==> src/rtl/rf_tx_framer_pkg.sv <==
// Shared definitions for the RF transmit framer: FSM encoding, framing bytes
// and the byte-wise CRC-16 (reflected 0x8408) update step.
package rf_tx_framer_pkg;

  typedef enum logic [2:0] {
    ST_IDLE   = 3'd0,
    ST_PRE    = 3'd1,
    ST_SYNC   = 3'd2,
    ST_LEN    = 3'd3,
    ST_PLD    = 3'd4,
    ST_CRC_LO = 3'd5,
    ST_CRC_HI = 3'd6
  } rf_state_e;

  localparam logic [7:0]  PREAMBLE_BYTE = 8'h55;
  localparam logic [15:0] CRC_INIT      = 16'hFFFF;
  localparam logic [15:0] CRC_POLY_REFL = 16'h8408;

  // One byte through the LSB-first CRC register.
  function automatic logic [15:0] crc16_byte(input logic [15:0] crc,
                                             input logic [7:0]  din);
    logic [15:0] c;
    c = crc ^ {8'h00, din};
    for (int i = 0; i < 8; i++) begin
      c = c[0] ? ((c >> 1) ^ CRC_POLY_REFL) : (c >> 1);
    end
    return c;
  endfunction

endpackage

==> src/rtl/rf_tx_framer_crc.sv <==
// Byte-wise CRC-16 engine: init FFFF, reflected poly 0x8408, inverted output.
// Register updates one byte per enabled cycle; dout_o reflects all prior bytes.
module crc_logic_rf
  import rf_tx_framer_pkg::*;
(
  input  logic        clk_i,
  input  logic        nrst_i,
  input  logic        syn_rst_i,
  input  logic        en_i,
  input  logic [7:0]  din_i,
  output logic [15:0] dout_o
);

  logic [15:0] crc_q;

  always_ff @(posedge clk_i or negedge nrst_i) begin
    if (!nrst_i) begin
      crc_q <= CRC_INIT;
    end else if (syn_rst_i) begin
      crc_q <= CRC_INIT;
    end else if (en_i) begin
      crc_q <= crc16_byte(crc_q, din_i);
    end
  end

  assign dout_o = ~crc_q;

endmodule

==> src/rtl/rf_tx_framer.sv <==
// RF transmit framer: preamble, sync word, length, payload and CRC-16 (low byte
// first) through a one-entry registered output slot.
module rf_tx_framer
  import rf_tx_framer_pkg::*;
#(
  parameter int unsigned PREAMBLE_LEN = 4,
  parameter logic [15:0] SYNC_WORD    = 16'h2DD4,
  parameter bit          CRC_INCL_LEN = 1'b1
) (
  input  logic       clk_i,
  input  logic       nrst_i,
  input  logic       start_i,
  input  logic [7:0] len_i,
  input  logic       abort_i,
  input  logic [7:0] pld_data_i,
  input  logic       pld_valid_i,
  output logic       pld_ready_o,
  output logic [7:0] tx_data_o,
  output logic       tx_valid_o,
  input  logic       tx_ready_i,
  output logic       busy_o,
  output logic       done_o,
  output rf_state_e  state_o
);

  localparam logic [3:0] PRE_LAST = 4'(PREAMBLE_LEN - 1);

  rf_state_e   state_q, state_d;
  logic [3:0]  hdr_cnt_q;
  logic [7:0]  pld_cnt_q;
  logic [7:0]  len_q;
  logic        crc_hi_sent_q;
  logic [7:0]  tx_data_q;
  logic        tx_valid_q;

  logic        slot_free;
  logic        load;
  logic [7:0]  load_byte;
  logic        crc_en;
  logic        crc_syn_rst;
  logic [15:0] crc_dout;

  // Handshakes: a byte moves on any rising edge where valid & ready are both
  // high; the output slot refills in the same cycle its byte is taken.
  assign slot_free = ~tx_valid_q | tx_ready_i;

  always_ff @(posedge clk_i or negedge nrst_i) begin
    if (!nrst_i) begin
      state_q <= ST_IDLE;
    end else begin
      state_q <= state_d;
    end
  end

  always_comb begin
    state_d = state_q;
    if (abort_i) begin
      state_d = ST_IDLE;
    end else begin
      case (state_q)
        ST_IDLE:   if (start_i) state_d = ST_PRE;
        ST_PRE:    if (load && hdr_cnt_q == PRE_LAST) state_d = ST_SYNC;
        ST_SYNC:   if (load && hdr_cnt_q[0]) state_d = ST_LEN;
        ST_LEN:    if (load) state_d = (len_q == 8'd0) ? ST_CRC_LO : ST_PLD;
        ST_PLD:    if (load && pld_cnt_q == 8'd1) state_d = ST_CRC_LO;
        ST_CRC_LO: if (load) state_d = ST_CRC_HI;
        ST_CRC_HI: if (done_o) state_d = ST_IDLE;
        default:   state_d = ST_IDLE;
      endcase
    end
  end

  always_comb begin
    load        = 1'b0;
    load_byte   = 8'h00;
    crc_en      = 1'b0;
    pld_ready_o = 1'b0;
    done_o      = 1'b0;
    crc_syn_rst = abort_i | ((state_q == ST_IDLE) & start_i);
    if (!abort_i) begin
      case (state_q)
        ST_PRE: begin
          load      = slot_free;
          load_byte = PREAMBLE_BYTE;
        end
        ST_SYNC: begin
          load      = slot_free;
          load_byte = hdr_cnt_q[0] ? SYNC_WORD[7:0] : SYNC_WORD[15:8];
        end
        ST_LEN: begin
          load      = slot_free;
          load_byte = len_q;
          crc_en    = slot_free & CRC_INCL_LEN;
        end
        ST_PLD: begin
          pld_ready_o = slot_free;
          load        = slot_free & pld_valid_i;
          load_byte   = pld_data_i;
          crc_en      = slot_free & pld_valid_i;
        end
        ST_CRC_LO: begin
          load      = slot_free;
          load_byte = crc_dout[7:0];
        end
        ST_CRC_HI: begin
          // Load the high byte once, then wait for it to leave the slot.
          if (!crc_hi_sent_q) begin
            load      = slot_free;
            load_byte = crc_dout[15:8];
          end else begin
            done_o = tx_valid_q & tx_ready_i;
          end
        end
        default: ;
      endcase
    end
  end

  always_ff @(posedge clk_i or negedge nrst_i) begin
    if (!nrst_i) begin
      hdr_cnt_q     <= 4'd0;
      pld_cnt_q     <= 8'd0;
      len_q         <= 8'd0;
      crc_hi_sent_q <= 1'b0;
    end else if (abort_i) begin
      hdr_cnt_q     <= 4'd0;
      pld_cnt_q     <= 8'd0;
      crc_hi_sent_q <= 1'b0;
    end else begin
      if (state_q == ST_IDLE && start_i) begin
        len_q <= len_i;
      end
      if (state_d != state_q) begin
        hdr_cnt_q <= 4'd0;
      end else if (load && (state_q == ST_PRE || state_q == ST_SYNC)) begin
        hdr_cnt_q <= hdr_cnt_q + 4'd1;
      end
      if (state_q == ST_LEN && load) begin
        pld_cnt_q <= len_q;
      end else if (state_q == ST_PLD && load) begin
        pld_cnt_q <= pld_cnt_q - 8'd1;
      end
      if (state_q == ST_CRC_HI && load) begin
        crc_hi_sent_q <= 1'b1;
      end else if (state_d != state_q) begin
        crc_hi_sent_q <= 1'b0;
      end
    end
  end

  // An abort drops whatever is pending in the slot.
  always_ff @(posedge clk_i or negedge nrst_i) begin
    if (!nrst_i) begin
      tx_data_q  <= 8'h00;
      tx_valid_q <= 1'b0;
    end else if (abort_i) begin
      tx_valid_q <= 1'b0;
    end else if (slot_free) begin
      tx_valid_q <= load;
      if (load) begin
        tx_data_q <= load_byte;
      end
    end
  end

  crc_logic_rf u_crc (
    .clk_i     (clk_i),
    .nrst_i    (nrst_i),
    .syn_rst_i (crc_syn_rst),
    .en_i      (crc_en),
    .din_i     (load_byte),
    .dout_o    (crc_dout)
  );

  assign tx_data_o  = tx_data_q;
  assign tx_valid_o = tx_valid_q;
  assign busy_o     = (state_q != ST_IDLE);
  assign state_o    = state_q;

endmodule

==> config.mk <==
export PLATFORM = sky130hd
export DESIGN_NAME = rf_tx_framer
export DESIGN_NICKNAME = d
export VERILOG_FILES = /design/src/rtl/rf_tx_framer_pkg.sv /design/src/rtl/rf_tx_framer_crc.sv /design/src/rtl/rf_tx_framer.sv
export SDC_FILE = /design/constraint.sdc
export NUM_CORES = 1
export LEC_CHECK = 0
export BUFFER_PORTS_ARGS = -buffer_cell sky130_fd_sc_hd__buf_2
export CORE_UTILIZATION = 59
export CTS_CLUSTER_DIAMETER = 30
export DETAILED_ROUTE_END_ITERATION = 16
export PLACE_DENSITY = 0.8
export REMOVE_ABC_BUFFERS = 1
export SLEW_MARGIN = 20
export SYNTH_ARGS = -nofsm -noshare
export SYNTH_HDL_FRONTEND = slang
export SYNTH_HIERARCHICAL = 1
export SYNTH_SLANG_ARGS = --single-unit
==> constraint.sdc <==
create_clock -name clk_i -period 3 [get_ports clk_i]
set_input_delay 0.6 -clock clk_i [delete_from_list [all_inputs] [get_ports clk_i]]
set_output_delay 0.6 -clock clk_i [all_outputs]
set_load 0.05 [all_outputs]
Word level (Yosys, flattened, before mapping)

Cells that the tools add are included.

Add/sub/neg operators: 2
Multiply operators: 0
Divide/modulo/power cells: 0
Order comparisons: 0
Equal/unequal tests: 9
Shift-type cells: 0
Mux-type cells: 45
Bitwise gates (word level): 17
Reduce and logical (&&, ||, !) cells: 20

Operators by type and width:

| operator                                                              | count |
|---|---|
| 16-bit 2-to-1 mux                                                     | 10 |
| 8-bit 2-to-1 mux                                                      | 6 |
| 8-bit one-hot mux with 6 select lines                                 | 1 |
| 3-bit 2-to-1 mux                                                      | 8 |
| 2-bit NOT with 3-bit output                                           | 8 |
| 3-bit one-hot mux with 7 select lines                                 | 1 |
| 16-bit NOT                                                            | 1 |
| 16-bit by 8-bit XOR with 16-bit output                                | 1 |
| 1-bit 2-to-1 mux                                                      | 14 |
| 4-bit 2-to-1 mux                                                      | 3 |
| 3-bit nonzero test                                                    | 4 |
| 3-bit equality test, second input constant                            | 3 |
| 8-bit by 1-bit equality test with 1-bit output, second input constant | 1 |
| 1-bit logical AND                                                     | 8 |
| 8-bit logical NOT                                                     | 1 |
| 8-bit by 1-bit subtractor with 8-bit output, second input constant    | 1 |
| 3-bit by 2-bit equality test with 1-bit output, second input constant | 2 |
| 4-bit by 1-bit adder with 4-bit output, second input constant         | 1 |
| 4-bit by 2-bit equality test with 1-bit output, second input constant | 1 |
| 2-bit nonzero test                                                    | 2 |
| 4-bit OR reduction                                                    | 1 |
| 1-bit AND                                                             | 3 |
| 3-bit by 1-bit equality test with 1-bit output, second input constant | 1 |
| 3-bit logical NOT                                                     | 1 |
| other kinds (8)                                                       | 10 |

Bits in registers: 49
Bits in latches: 0
Memory bits (writable): 0
ROM bits: 0
Output and inout port bits: 15
Memories kept: 0

Depth between registers and ports, before layout

Depth in word-level cells: 23
Depth in mapped cells: 10
Gate-level depth less buffers: 8

Cells and area by module

Netlist, hierarchy kept.

Modules (own cells, without submodules):

| module       | instances | cells an instance | area an instance (um2) | seq. area each (um2) |
|---|---|---|---|---|
| rf_tx_framer | 1         | 246               | 2,205.9                | 825.8 |
| crc_logic_rf | 1         | 99                | 1,053.5                | 420.4 |

Worst setup path before layout

OpenSTA, ideal clock, no wires.

Kind: reg2out
Start point: register state_q[0] (netlist: state_o[0])
End point: output port done_o
Arrival: 2.666 ns
Data required time: 2.400 ns
Setup slack: -0.266 ns
Cell stages (with the launch flop): 5
Path buffers: 3
Path through: dfrtp_1 > buf_6 > buf_4 > clkbuf_1 > nor4_1

Longest elaborated chain between the ends: 3

RTL lines:

| item                   | line               | RTL |
|---|---|---|
| start, declared        | rf_tx_framer.sv:28 | `rf_state_e state_q, state_d;` |
| start signal, assigned | rf_tx_framer.sv:51 | `state_q <= state_d;` |
| 3-bit equality test    | rf_tx_framer.sv:81 | `case (state_q)` |
| 1-bit 2-to-1 mux       | rf_tx_framer.sv:81 |  |
| 1-bit 2-to-1 mux       | rf_tx_framer.sv:80 | `if (!abort_i) begin` |
| end, declared          | rf_tx_framer.sv:22 | `output logic done_o,` |

No other way between the ends.

Final worst setup path

Start point: register state_q[1] (netlist: state_o[1])
End point: register u_crc.crc_q[3]

Elaborated cells between the ends (all ways): 27
Classes of those cells: eq/ne: 6; mux: 14; bitwise: 5; reduce/logical: 2

RTL lines:

| item                                              | line                   | RTL |
|---|---|---|
| 3-bit equality test, or another cell as far along | rf_tx_framer.sv:81     |  |
| 8-bit one-hot mux with 6 select lines (*)         | rf_tx_framer.sv:81     |  |
| 8-bit 2-to-1 mux (*)                              | rf_tx_framer.sv:80     |  |
| net load_byte[3]                                  | rf_tx_framer.sv:38     | `logic [7:0] load_byte;` |
| 16-bit by 8-bit XOR with 16-bit output (*)        | rf_tx_framer_pkg.sv:23 | `c = crc ^ {8'h00, din};` |
| 16-bit 2-to-1 mux (*) (8 in a row)                | rf_tx_framer_pkg.sv:25 | `c = c[0] ? ((c >> 1) ^ CRC_POLY_REFL) : (c >> 1);` |
| 16-bit 2-to-1 mux (*)                             | rf_tx_framer_crc.sv:21 | `end else if (en_i) begin` |
| 16-bit 2-to-1 mux (*)                             | rf_tx_framer_crc.sv:19 | `end else if (syn_rst_i) begin` |
| end signal, assigned                              | rf_tx_framer_crc.sv:22 | `crc_q <= crc16_byte(crc_q, din_i);` |
| end, declared                                     | rf_tx_framer_crc.sv:14 | `logic [15:0] crc_q;` |

Mark *: on every way through the listed nets, which the timed path passes. The rest lies on a longest branch. The select of a mux whose other input is x is not followed.
A chain may end at the register's enable or synchronous reset.

==> impl_metrics.toml <==
[outcome]
outcome = "complete, no violations"

[sta]
fin_crit_ns = 2.762
hold_violations = 0
fmax_mhz = 362.0
setup_slack_ns = 0.2379
rsz0062_at_grt = "false"
setup_violations = 0
worst_clock_skew_ns = 0.01714
max_slew_margin_pct = 44.97
fin_tns_setup_ns = 0
post-route-period-util_pct = 92.07
maxSlewViolCount = 0
max_slew.worst_pin.slew_ns = 0.8254

[die]
coreArea_um2 = 5205
die_area_um2 = 5826
initial_core_util_pct = 62.62
die_w_um = 76.33
rows = 26
die_h_um = 76.33
io_pins = 37

[clock_tree]
clockBufferDepth = 2
cts_setup_buffers = 0
cts_num_sinks = 49
cts.htree.levels = 2
path_clk_slew_ns = 0.10
ctsResizeCount = 0
cts_made_buffers = 5
cts_tree = "done"
cts_hold_buf = 0
worstSkewPairLatency_ns = 0.31
clock_tree.root_cell = "clkbuf_8"

[routing]
ant_nets = 0
dr.pass1.iters = 5
post_drt_wl_per_cell_um = 17.63
wl_um = 7969
drc = 0
vias = 2755
viasPerCell = 6.095
drt_iter0_drc = 255

[finish]
area_growth_pct = 10.90
layout.cells.non_filler = 452
n_fill_cell = 405
drive_above_1_share_pct = 27.75
finalCoreUtilization_pct = 69.45
final_nets = 406
n_antenna_cell = 0

[worst_setup_path]
crit_top_cell = "o21ai_0"
r2r-end = "u_crc/crc_q[3]"
cp_max_fo = 18
crit_arrival_ns = 2.99
reg2reg_from = "state_o[1]"
reg2reg_depth = 7
worst_ep_required_time_ns = 3.23
reg2reg_setup_slack_ns = 0.24
worstSetupPathType = "flop to flop"
critPathMaxStageDelay_ns = 0.69
crit_buf_inv = 0
worst_path_max_delay_cell = "dfrtp_1"
start_kind = "flop"
path_delay_family = "XOR/XNOR gates"
crit_chain = "nor2b_1, a221o_1, o21ai_0, a21oi_1, xor2_1, xnor3_1, o21ai_0"
end_kind = "flop"

[logic_synthesis]
async_flop_share_pct = 100.0
syn_inst = 345
ys_seq_elements = 49
synth_ff_type = "dfrtp_1"
synth_warnings = 6
syn_area_per_cell_um2 = 9.447
yosysSeqAreaShare_pct = 38.23
yosysMostFrequentCell = "nor2_1"
synth_commonest_cells = "nor2_1 (38), dfrtp_1 (33), a21oi_1 (31)"
synth.distinct_cells = 60
synth_area_leaders = "dfrtp_1 (25%), dfstp_2 (13%), xnor3_1 (6.2%)"
syn_area_um2 = 3259
synth-edff-count = 0
yosys.area.top_type = "dfrtp_1"
yosysTopAreaCellShare_pct = 25.34

[pwr]
pwr-share-seq_pct = 51.1
powerDensity_nw_per_um2 = 402.1
total_power_mw = 1.453
swShare_pct = 30.02
ir_drop_v = 0.0002625
comb_power_share_pct = 18.8
power_frac_clock_pct = 30.1
intPower_mw = 1.017
p_switching_mw = 0.4363
p_leak_nw = 1.665

[run]
maxCapViolations = 0

[global_route]
grt_overflow = 0
grt_max_degree = 38
antenna_found_initial = 0
grt_usage_pct = 28.67
grt_pass1_wl_um = 13170
grt_pass1_vias = 2668

[place]
hpwl_um = 5896
gp_congestion = 0.8829
numPortBuffers = 36
place_ws_ns = 0.3312
dp_cells = 444

[min_path]
holdCritPathClass = "input pin to asynchronous set/reset pin"
placed cells by master, fill, tap and decap left out, drive strengths merged, types with 4 or more instances in the layout:
cell type and n:
xnor2 13, clkbuf 7, nor2b 6, xor2 6, nor4 7, nand3 5, mux2 16, xnor3 9
nand4 5, nand2 28, nor3 6, a211o 6, inv 25, nor2 42, nand2b 4, dfrtp 33
a211oi 7, buf 47, a21oi 31, o21ai 25, dfstp 16
worst register-to-register path, cell delays in order (launching register included):
cell and delay, ns:
dfrtp_1 0.69, nor2b_1 0.43, a221o_1 0.21, o21ai_0 0.09, a21oi_1 0.30, xor2_1 0.35, xnor3_1 0.46, o21ai_0 0.17
power by group through the flow:
stage | clock [mW] | sequential (mW) | combinational (mW)
after global routing | 0.475 | 0.747 | 0.293
after global placement | 0 | 0.751 | 0.266
after floorplan | 0 | 0.777 | 0.143
after detailed placement | 0 | 0.753 | 0.273
after CTS | 0.446 | 0.741 | 0.273
final | 0.437 | 0.743 | 0.273
cells by family (layout without fill, tap and decap cells):
kind of cell	Yosys count	count (layout)	share of synthesized area (%)
buffers and inverters	42	79	5.835
DFF	49	49	38.23
AOI/OAI and AO/OA	92	92	19.08
muxes	17	17	5.835
adders and majority gates	3	3	1.152
and+or+nand+nor	114	114	18.08
xor gates and xnor gates	28	28	11.79
per-layer routing:
| metal | vias up | part of all wire, % | track usage [%] |
|---|---|---|---|
| li1 | 1285 | - | - |
| met1 | 1331 | 41 | 37.67 |
| met2 | 121 | 51 | 49.37 |
| met3 | 18 | 6.5 | 3.473 |
| met4 | 0 | 2.0 | 9.038 |
| met5 | - | 0 | 0 |
worst max path at each step:
stage	slack (ns)	start	endpoint	cells after the start
3_5_place_dp	0.33	state_o[1]	u_crc/crc_q[3]	7
3_3_place_gp	0.44	state_o[0]	u_crc/crc_q[10]	8
4_1_cts	0.31	state_o[1]	u_crc/crc_q[3]	7
5_1_grt	0.06	state_o[1]	u_crc/crc_q[3]	7
2_1_floorplan	-0.26	state_o[0]	u_crc/crc_q[11]	6
6_report	0.24	state_o[1]	u_crc/crc_q[3]	7
registers in the layout, indices dropped and copies added (netlist names):
signal	flops
u_crc/crc_q	16
tx_valid_o	1
len_q	8
crc_hi_sent_q	1
hdr_cnt_q	4
tx_data_o	8
state_o	3
pld_cnt_q	8
final cells by class:
class                           count  area (µm²)  area share [%]
Sequential cell                    49        1246           34.48
Tap cell                           70       87.58           2.423
Inverter                           24       90.09           2.492
Multi-Input combinational cell    254        1823           50.43
Clock inverter                      1       8.758          0.2423
Clock buffer                        7       96.34           2.665
Timing Repair Buffer               47       262.8           7.269
metrics by stage:
step	hold slack, ns	cell area [µm²]
global placement	0.4858	3510
finish	0.3755	3615
floorplan	0.3044	3159
detailed placement	0.4899	3510
CTS	0.4230	3615
global route	0.4493	3615
Note: power is estimated with default switching activity, not from simulation.
